--- src/rtl/nrisc_defs_pkg.sv ---
// Shared definitions for the nRisc data-memory arbiter: FSM encodings,
// port indices, default widths and a saturating counter helper.
package nrisc_defs;

  typedef enum logic [1:0] {
    OCIOSO   = 2'd0,
    ACESSO   = 2'd1,
    ESPERA   = 2'd2,
    RESPOSTA = 2'd3
  } estado_e;

  localparam logic PORTA_CORE  = 1'b0;
  localparam logic PORTA_CARGA = 1'b1;

  localparam int LARGURA_DADOS_PADRAO    = 8;
  localparam int LARGURA_END_PADRAO      = 8;
  localparam int LATENCIA_LEITURA_PADRAO = 1;
  localparam int LARGURA_CONFLITOS       = 8;

  function automatic logic [LARGURA_CONFLITOS-1:0] incr_saturado(
    input logic [LARGURA_CONFLITOS-1:0] valor
  );
    return (&valor) ? valor : valor + LARGURA_CONFLITOS'(1);
  endfunction

endpackage

--- src/rtl/arbitro_memoria_dados_seletor_round_robin.sv ---
// Combinational two-way round-robin selector: a lone request wins outright,
// a contested one goes to the port that did not win the previous contest.
module seletor_round_robin
  import nrisc_defs::*;
(
  input  logic Req0,
  input  logic Req1,
  input  logic ultimo,
  output logic grant_valido,
  output logic grant_indice
);

  assign grant_valido = Req0 | Req1;
  assign grant_indice = (Req0 && Req1) ? ~ultimo
                                       : (Req1 ? PORTA_CARGA : PORTA_CORE);

endmodule

--- src/rtl/arbitro_memoria_dados.sv ---
// Two-port arbiter/sequencer in front of the single-port nRisc data memory.
// Serialises core and loader accesses, issues strobes and per-port acks.
module arbitro_memoria_dados
  import nrisc_defs::*;
#(
  parameter int LARGURA_DADOS    = LARGURA_DADOS_PADRAO,
  parameter int LARGURA_END      = LARGURA_END_PADRAO,
  parameter int LATENCIA_LEITURA = LATENCIA_LEITURA_PADRAO
) (
  input  logic                         Clock,
  input  logic                         Reset,
  input  logic                         Req0,
  input  logic                         Req1,
  input  logic                         Write0,
  input  logic                         Write1,
  input  logic [LARGURA_END-1:0]       Endereco0,
  input  logic [LARGURA_END-1:0]       Endereco1,
  input  logic [LARGURA_DADOS-1:0]     DadoEscr0,
  input  logic [LARGURA_DADOS-1:0]     DadoEscr1,
  output logic                         Ack0,
  output logic                         Ack1,
  output logic [LARGURA_DADOS-1:0]     DadoLido0,
  output logic [LARGURA_DADOS-1:0]     DadoLido1,
  output logic [LARGURA_END-1:0]       MemEndereco,
  output logic [LARGURA_DADOS-1:0]     MemDadoEscr,
  output logic                         MemWrite,
  output logic                         MemRead,
  input  logic [LARGURA_DADOS-1:0]     MemDadoLido,
  output logic [LARGURA_CONFLITOS-1:0] ContadorConflitos
);

  localparam int LARGURA_ESPERA =
    (LATENCIA_LEITURA > 1) ? $clog2(LATENCIA_LEITURA) : 1;

  estado_e                      state_q, state_d;
  logic                         ultimo_q, ultimo_d;
  logic                         porta_q, porta_d;
  logic                         escrita_q, escrita_d;
  logic [LARGURA_ESPERA-1:0]    espera_q, espera_d;
  logic [LARGURA_CONFLITOS-1:0] conflitos_q, conflitos_d;
  logic                         ack0_q, ack0_d, ack1_q, ack1_d;
  logic [LARGURA_DADOS-1:0]     dado_lido0_q, dado_lido0_d;
  logic [LARGURA_DADOS-1:0]     dado_lido1_q, dado_lido1_d;
  logic [LARGURA_END-1:0]       mem_end_q, mem_end_d;
  logic [LARGURA_DADOS-1:0]     mem_dado_q, mem_dado_d;
  logic                         mem_write_q, mem_write_d;
  logic                         mem_read_q, mem_read_d;

  logic grant_valido, grant_indice, escrita_sel;

  seletor_round_robin u_seletor (
    .Req0         (Req0),
    .Req1         (Req1),
    .ultimo       (ultimo_q),
    .grant_valido (grant_valido),
    .grant_indice (grant_indice)
  );

  assign escrita_sel = (grant_indice == PORTA_CARGA) ? Write1 : Write0;

  always_comb begin
    // NOTE: every _d gets a default first so no branch can leave one unassigned and infer a latch.
    state_d      = state_q;
    ultimo_d     = ultimo_q;
    porta_d      = porta_q;
    escrita_d    = escrita_q;
    espera_d     = espera_q;
    conflitos_d  = conflitos_q;
    ack0_d       = 1'b0;
    ack1_d       = 1'b0;
    dado_lido0_d = dado_lido0_q;
    dado_lido1_d = dado_lido1_q;
    mem_end_d    = mem_end_q;
    mem_dado_d   = mem_dado_q;
    mem_write_d  = 1'b0;
    mem_read_d   = 1'b0;

    case (state_q)
      OCIOSO: begin
        if (Req0 && Req1) begin
          conflitos_d = incr_saturado(conflitos_q);
          ultimo_d    = grant_indice;
        end
        if (grant_valido) begin
          // Strobes and write acks are registered here so they appear in ACESSO.
          porta_d     = grant_indice;
          escrita_d   = escrita_sel;
          mem_end_d   = (grant_indice == PORTA_CARGA) ? Endereco1 : Endereco0;
          mem_dado_d  = (grant_indice == PORTA_CARGA) ? DadoEscr1 : DadoEscr0;
          mem_write_d = escrita_sel;
          mem_read_d  = ~escrita_sel;
          ack0_d      = escrita_sel && (grant_indice == PORTA_CORE);
          ack1_d      = escrita_sel && (grant_indice == PORTA_CARGA);
          state_d     = ACESSO;
        end
      end
      ACESSO: begin
        if (escrita_q) begin
          state_d = OCIOSO;
        end else begin
          espera_d = LARGURA_ESPERA'(LATENCIA_LEITURA - 1);
          state_d  = ESPERA;
        end
      end
      ESPERA: begin
        if (espera_q == '0) begin
          if (porta_q == PORTA_CORE) begin
            dado_lido0_d = MemDadoLido;
            ack0_d       = 1'b1;
          end else begin
            dado_lido1_d = MemDadoLido;
            ack1_d       = 1'b1;
          end
          state_d = RESPOSTA;
        end else begin
          espera_d = espera_q - LARGURA_ESPERA'(1);
        end
      end
      RESPOSTA: state_d = OCIOSO;
      default:  state_d = OCIOSO;
    endcase
  end

  always_ff @(posedge Clock) begin
    if (Reset) begin
      // NOTE: sequential state uses non-blocking assignments so every register samples pre-edge values.
      state_q      <= OCIOSO;
      ultimo_q     <= PORTA_CARGA;
      porta_q      <= PORTA_CORE;
      escrita_q    <= 1'b0;
      espera_q     <= '0;
      conflitos_q  <= '0;
      ack0_q       <= 1'b0;
      ack1_q       <= 1'b0;
      dado_lido0_q <= '0;
      dado_lido1_q <= '0;
      mem_end_q    <= '0;
      mem_dado_q   <= '0;
      mem_write_q  <= 1'b0;
      mem_read_q   <= 1'b0;
    end else begin
      state_q      <= state_d;
      ultimo_q     <= ultimo_d;
      porta_q      <= porta_d;
      escrita_q    <= escrita_d;
      espera_q     <= espera_d;
      conflitos_q  <= conflitos_d;
      ack0_q       <= ack0_d;
      ack1_q       <= ack1_d;
      dado_lido0_q <= dado_lido0_d;
      dado_lido1_q <= dado_lido1_d;
      mem_end_q    <= mem_end_d;
      mem_dado_q   <= mem_dado_d;
      mem_write_q  <= mem_write_d;
      mem_read_q   <= mem_read_d;
    end
  end

  assign Ack0              = ack0_q;
  assign Ack1              = ack1_q;
  assign DadoLido0         = dado_lido0_q;
  assign DadoLido1         = dado_lido1_q;
  assign MemEndereco       = mem_end_q;
  assign MemDadoEscr       = mem_dado_q;
  assign MemWrite          = mem_write_q;
  assign MemRead           = mem_read_q;
  assign ContadorConflitos = conflitos_q;

endmodule

--- config.mk ---
export PLATFORM = sky130hd
export DESIGN_NAME = arbitro_memoria_dados
export DESIGN_NICKNAME = d
export VERILOG_FILES = /design/src/rtl/nrisc_defs_pkg.sv /design/src/rtl/arbitro_memoria_dados_seletor_round_robin.sv /design/src/rtl/arbitro_memoria_dados.sv
export SDC_FILE = /design/constraint.sdc
export NUM_CORES = 1
export LEC_CHECK = 0
export CORE_MARGIN = 5
export CORE_UTILIZATION = 43
export DETAILED_ROUTE_END_ITERATION = 10
export GPL_ROUTABILITY_DRIVEN = 0
export PLACE_DENSITY_LB_ADDON = 0.3
export SLEW_MARGIN = 0
export SYNTH_ARGS = -nofsm -noshare
export SYNTH_HDL_FRONTEND = slang
export SYNTH_SLANG_ARGS = --single-unit
--- constraint.sdc ---
create_clock -name Clock -period 2.1 [get_ports Clock]
set_clock_uncertainty 0.2 [all_clocks]
set_input_delay 0.525 -clock Clock [delete_from_list [all_inputs] [get_ports Clock]]
set_output_delay 0.525 -clock Clock [all_outputs]
set_load 0.005 [all_outputs]
## Word-level counts from Yosys, hierarchy flattened

Index checks and enable logic that the tools add are counted.

- Register bits: 50
- Bits of input ports: 46
- Output and inout port bits: 44

- Add/subtract/negate cells: 2
- Equal/unequal tests: 6
- Mux-type cells: 20
- Bitwise gates (word level): 9
- Reduce and logical (&&, ||, !) cells: 14

Operators with widths:

| kind | count |
|---|---|
| 2-to-1 mux 8 bit | 2 |
| 2-to-1 mux 1 bit | 11 |
| AND reduction 3 bit | 3 |
| adder 8 x 1 -> 8 bit (second input constant) | 1 |
| inverter 1 bit | 8 |
| one-hot mux 2 bit (4 select lines) | 1 |
| AND reduction 2 bit | 4 |
| AND reduction 8 bit | 1 |
| 2-to-1 mux 2 bit | 3 |
| inequality test 2 bit (second input constant) | 3 |
| one-hot mux 1 bit (2 select lines) | 3 |
| == test 2 bit (second input constant) | 2 |
| logical AND 1 bit | 3 |
| OR reduction 3 bit | 1 |
| == test 2 x 1 -> 1 bit (second input constant) | 1 |
| zero test 2 bit | 1 |
| nonzero test 2 bit | 1 |
| OR 1 bit | 1 |
| subtractor 1 bit (second input constant) | 1 |

## Logic depth before layout (Yosys ltp)

- Depth in word-level cells: 6
- Depth in mapped cells: 6

## Modules after synthesis

From an unflattened synthesis, not the netlist that was laid out.

- Cell total of the unflattened synthesis: 204
- Area, all modules: 2008.2 µm²

Modules (own cells, without submodules):

| module | instances | cells each | area each (µm²) | sequential area each (µm²) |
|---|---|---|---|---|
| arbitro_memoria_dados | 1 | 202 | 1994.4 | 980.9 |
| seletor_round_robin | 1 | 2 | 13.8 | 0.0 |

## Worst setup path before layout

OpenSTA, ideal clock, no wires.

- Kind: register to register
- From: register conflitos_q[0], in the netlist ContadorConflitos[0]
- To: register conflitos_q[0], in the netlist ContadorConflitos[0]
- Arrival time: 1.348 ns
- Slack: 0.428 ns
- Cell stages (with the launch flop): 5
- Cells stage by stage: dfxtp_1 ha_1 and3_1 a21oi_1 mux2_1

- Word-level cells in the longest chain between the ends: 3
- Elaborated cells between the ends (all ways): 4
- Classes of those cells: add/sub (1); bitwise (1); reduce/logical (2)

Ends and longest elaborated chain:

| element | RTL line | text |
|---|---|---|
| from (decl) | arbitro_memoria_dados.sv:40 | `logic [LARGURA_CONFLITOS-1:0] conflitos_q, conflitos_d;` |
| from (signal assigned) | arbitro_memoria_dados.sv:147 | `conflitos_q <= conflitos_d;` |
| branches (longest 3 deep; another with adder 8 x 1 -> 8 bit) | - |  |

Several ways; the timed one is not identified.
A chain may end at the register's enable or synchronous reset.

## Worst setup path after layout

- From: register conflitos_q[2], in the netlist ContadorConflitos[2]
- To: output ContadorConflitos[2]

RTL lines:

| element | RTL line | text |
|---|---|---|
| to (decl) | arbitro_memoria_dados.sv:29 | `output logic [LARGURA_CONFLITOS-1:0] ContadorConflitos` |

No word-level cell between the ends.

==> results.ini <==
[global_route]
antenna_found_initial=0
grt_max_degree=23
grt_usage=0.188
grt_pass1_vias=2010
grt_pass1_wl_um=9520
overflow=0

[drt]
firstDrtPassIters=4
vias_per_cell=5.25
top_layer=met4
drt-met1-wl_um=2410
drc_errors=0
wirelength_um=5920
route.met2.wl_um=3070
antenna_left=0
route.met3.wl_um=298
wl_per_cell_um=15.2
vias=2049
drt_iter0_markers=73

[setup_path]
r2r_end=ContadorConflitos[0]
critical_path_class=register to primary output
worstRegToRegCells=4
rrSetupSlack_ns=0.31
cp_max_fo=7
r2r_start=ContadorConflitos[0]
critical_path.top_delay_family=buffers and inverters
crit_path_top_delay_cell=clkdlybuf4s50_1
path_buf_inv=1
cp_slowest_stage_delay_ns=0.56
start_kind=register
path_cells=clkdlybuf4s50_1
cp.arrival_ns=1.33
worstSetupEndpointType=primary output
crit_required_ns=1.37

[synthesis]
netlist_area_um2=2180
synth-seq-cells=49
ys_types=38
synth_area_leaders=dfxtp_1, mux2i_1, a311oi_2, nand2_1, a21oi_1
netlist_instances=229
synth_top_area_share=0.451
synth.yosys.seq_area_share=0.451
yosysTopAreaCell=dfxtp_1
syn_avg_cell_area_um2=9.51
yosysWarnings=0
syn_nets=276

[finish]
stdcell_area_um2=3320
ff_latch_area_um2=981
fin_nets=369
n_antenna_cell=0
fill_cells=408
layout-drive-gt1-share=0.121
post-route-util=0.689
layout_common_cells=clkdlybuf4s50_1, dfxtp_1, nand2_1, nor2_1, a21oi_1
syn_to_final_growth_pct=52.4
final_common_cell=clkdlybuf4s50_1
multi_input_area_um2=1080

[clock_network]
path_clk_slew_ns=0.09
numCtsBuffers=5
cts_sinks=49
hold_buffers=0
cts.htree.levels=2
post-cts-setup-buffers=0
root_buffer=clkbuf_8
clock_latency_ns=0.30
clock_tree.buffer_depth=2
cts_resized=0
cts_tree=done

[sta]
drv_slew=0
fmax_ghz=0.486
setup_viol=0
rsz0062_at_grt=no
tightest_slew_ns=0.567
fin_crit_sh=0.980
max-slew-margin-rel=0.621
layout_min_cycle_time_ns=2.06
hold_viol_final=0

[placed_design]
placed_area_um2=3200
io_buffers=89
hpwl_um=4380

[job]
maxCapViolations=0

[floorplan]
row_count=25
start_util=0.452
die_height_um=81.2
ios=90
dieArea_um2=6590
die_w_um=81.2
core_um2=4820

[pwr]
power_density_nw_per_um2=677
ir_drop_uv=426
p_leak_nw=1.28

[min_path]
hold_depth=2
hold_path.class=register to register
min-delay-start=DadoLido0[2]
min_to=DadoLido0[2]

[run_status]
outcome=finished, final reports clean

## cell families (layout without fill, tap and decap cells)
kind of cell               after synthesis  count (layout)  synth area share
AOI/OAI and AO/OA                       53              53             0.207
DFF                                     49              49             0.451
buffers and inverters                   21             115            0.0540
and+or+nand+nor                         83              83             0.181
muxes                                   21              21            0.0977
adders and majority gates                1               1           0.00575
xor gates and xnor gates                 1               1           0.00402
## metrics by stage
step	total power, W	std cells	TNS [ns]	hold slack [ns]	setup slack, ns
6_report	0.00224	390	0	0.300	0.0411
5_1_grt	0.00235	390	0	0.339	0.00188
3_3_place_gp	0.00157	382	-0.473	0.274	-0.0715
4_1_cts	0.00227	390	0	0.311	0.0539
2_1_floorplan	0.00130	229	0	0.256	0.428
3_5_place_dp	0.00158	382	-1.43	0.285	-0.110
## synthesized netlist by cell type
master and count:
nand2b_1 3, a21oi_1 21, dfxtp_1 49, ha_1 1, a21bo_1 1, nor2b_1 3
buf_6 2, a21boi_4 1, and2_1 1, xnor2_1 1, a41oi_1 3, buf_2 10
nand3b_1 2, a311oi_2 9, a311oi_1 9, buf_1 2, a211oi_1 5, a31oi_1 1
inv_1 1, and4bb_1 1, nand4bb_1 1, nor2_1 23, a21bo_2 1, mux2i_1 19
mux2_1 2, or2_1 1, nand3_1 1, and4b_1 1, nand4_1 2, nand2_1 35
and3_1 2, clkbuf_1 3, nor3b_1 2, nor3_1 3, and4_1 2, a41o_1 1
buf_4 3, a211oi_2 1
## worst max path at each step
stage          cells after the start  slack [ns]            startpoint              endpoint
2_1_floorplan                      4        0.43  ContadorConflitos[0]  ContadorConflitos[0]
3_3_place_gp                       4       -0.07                  Req0  ContadorConflitos[5]
3_5_place_dp                       4       -0.11                  Req0  ContadorConflitos[5]
4_1_cts                            1        0.05  ContadorConflitos[2]  ContadorConflitos[2]
5_1_grt                            1       0.002  ContadorConflitos[2]  ContadorConflitos[2]
6_report                           1        0.04  ContadorConflitos[2]  ContadorConflitos[2]
## state kept, by name, summed over array words and instances, names as in the netlist, named ones only
name,cells
ultimo_q,1
MemRead,1
MemWrite,1
Ack0,1
DadoLido1,8
MemEndereco,8
MemDadoEscr,8
DadoLido0,8
Ack1,1
porta_q,1
escrita_q,1
state_q,1
ContadorConflitos,8
## layout make-up
type / instances / share of cell area
inverter: 1 / 0.00113
tap: 67 / 0.0253
sequential: 49 / 0.296
clock buffer: 5 / 0.0207
timing repair buffer: 106 / 0.317
multi-input combinational: 159 / 0.327
clock inverter: 3 / 0.0140
## per-layer routing
layer,up-vias,track usage
met4,0,0.0743
met2,56,0.338
met1,966,0.213
met3,12,0.0455
li1,1015,-
met5,-,0
## where the power goes
| part | internal, W | switching [W] | leakage (nW) |
|---|---|---|---|
| logic | 0.000309 | 0.000210 | 0.824 |
| registers | 0.000995 | 0.0000446 | 0.401 |
| clock network | 0.000357 | 0.000329 | 0.0543 |
| total | 0.00166 | 0.000584 | 1.28 |
Note: power is estimated with default switching activity, not from simulation.
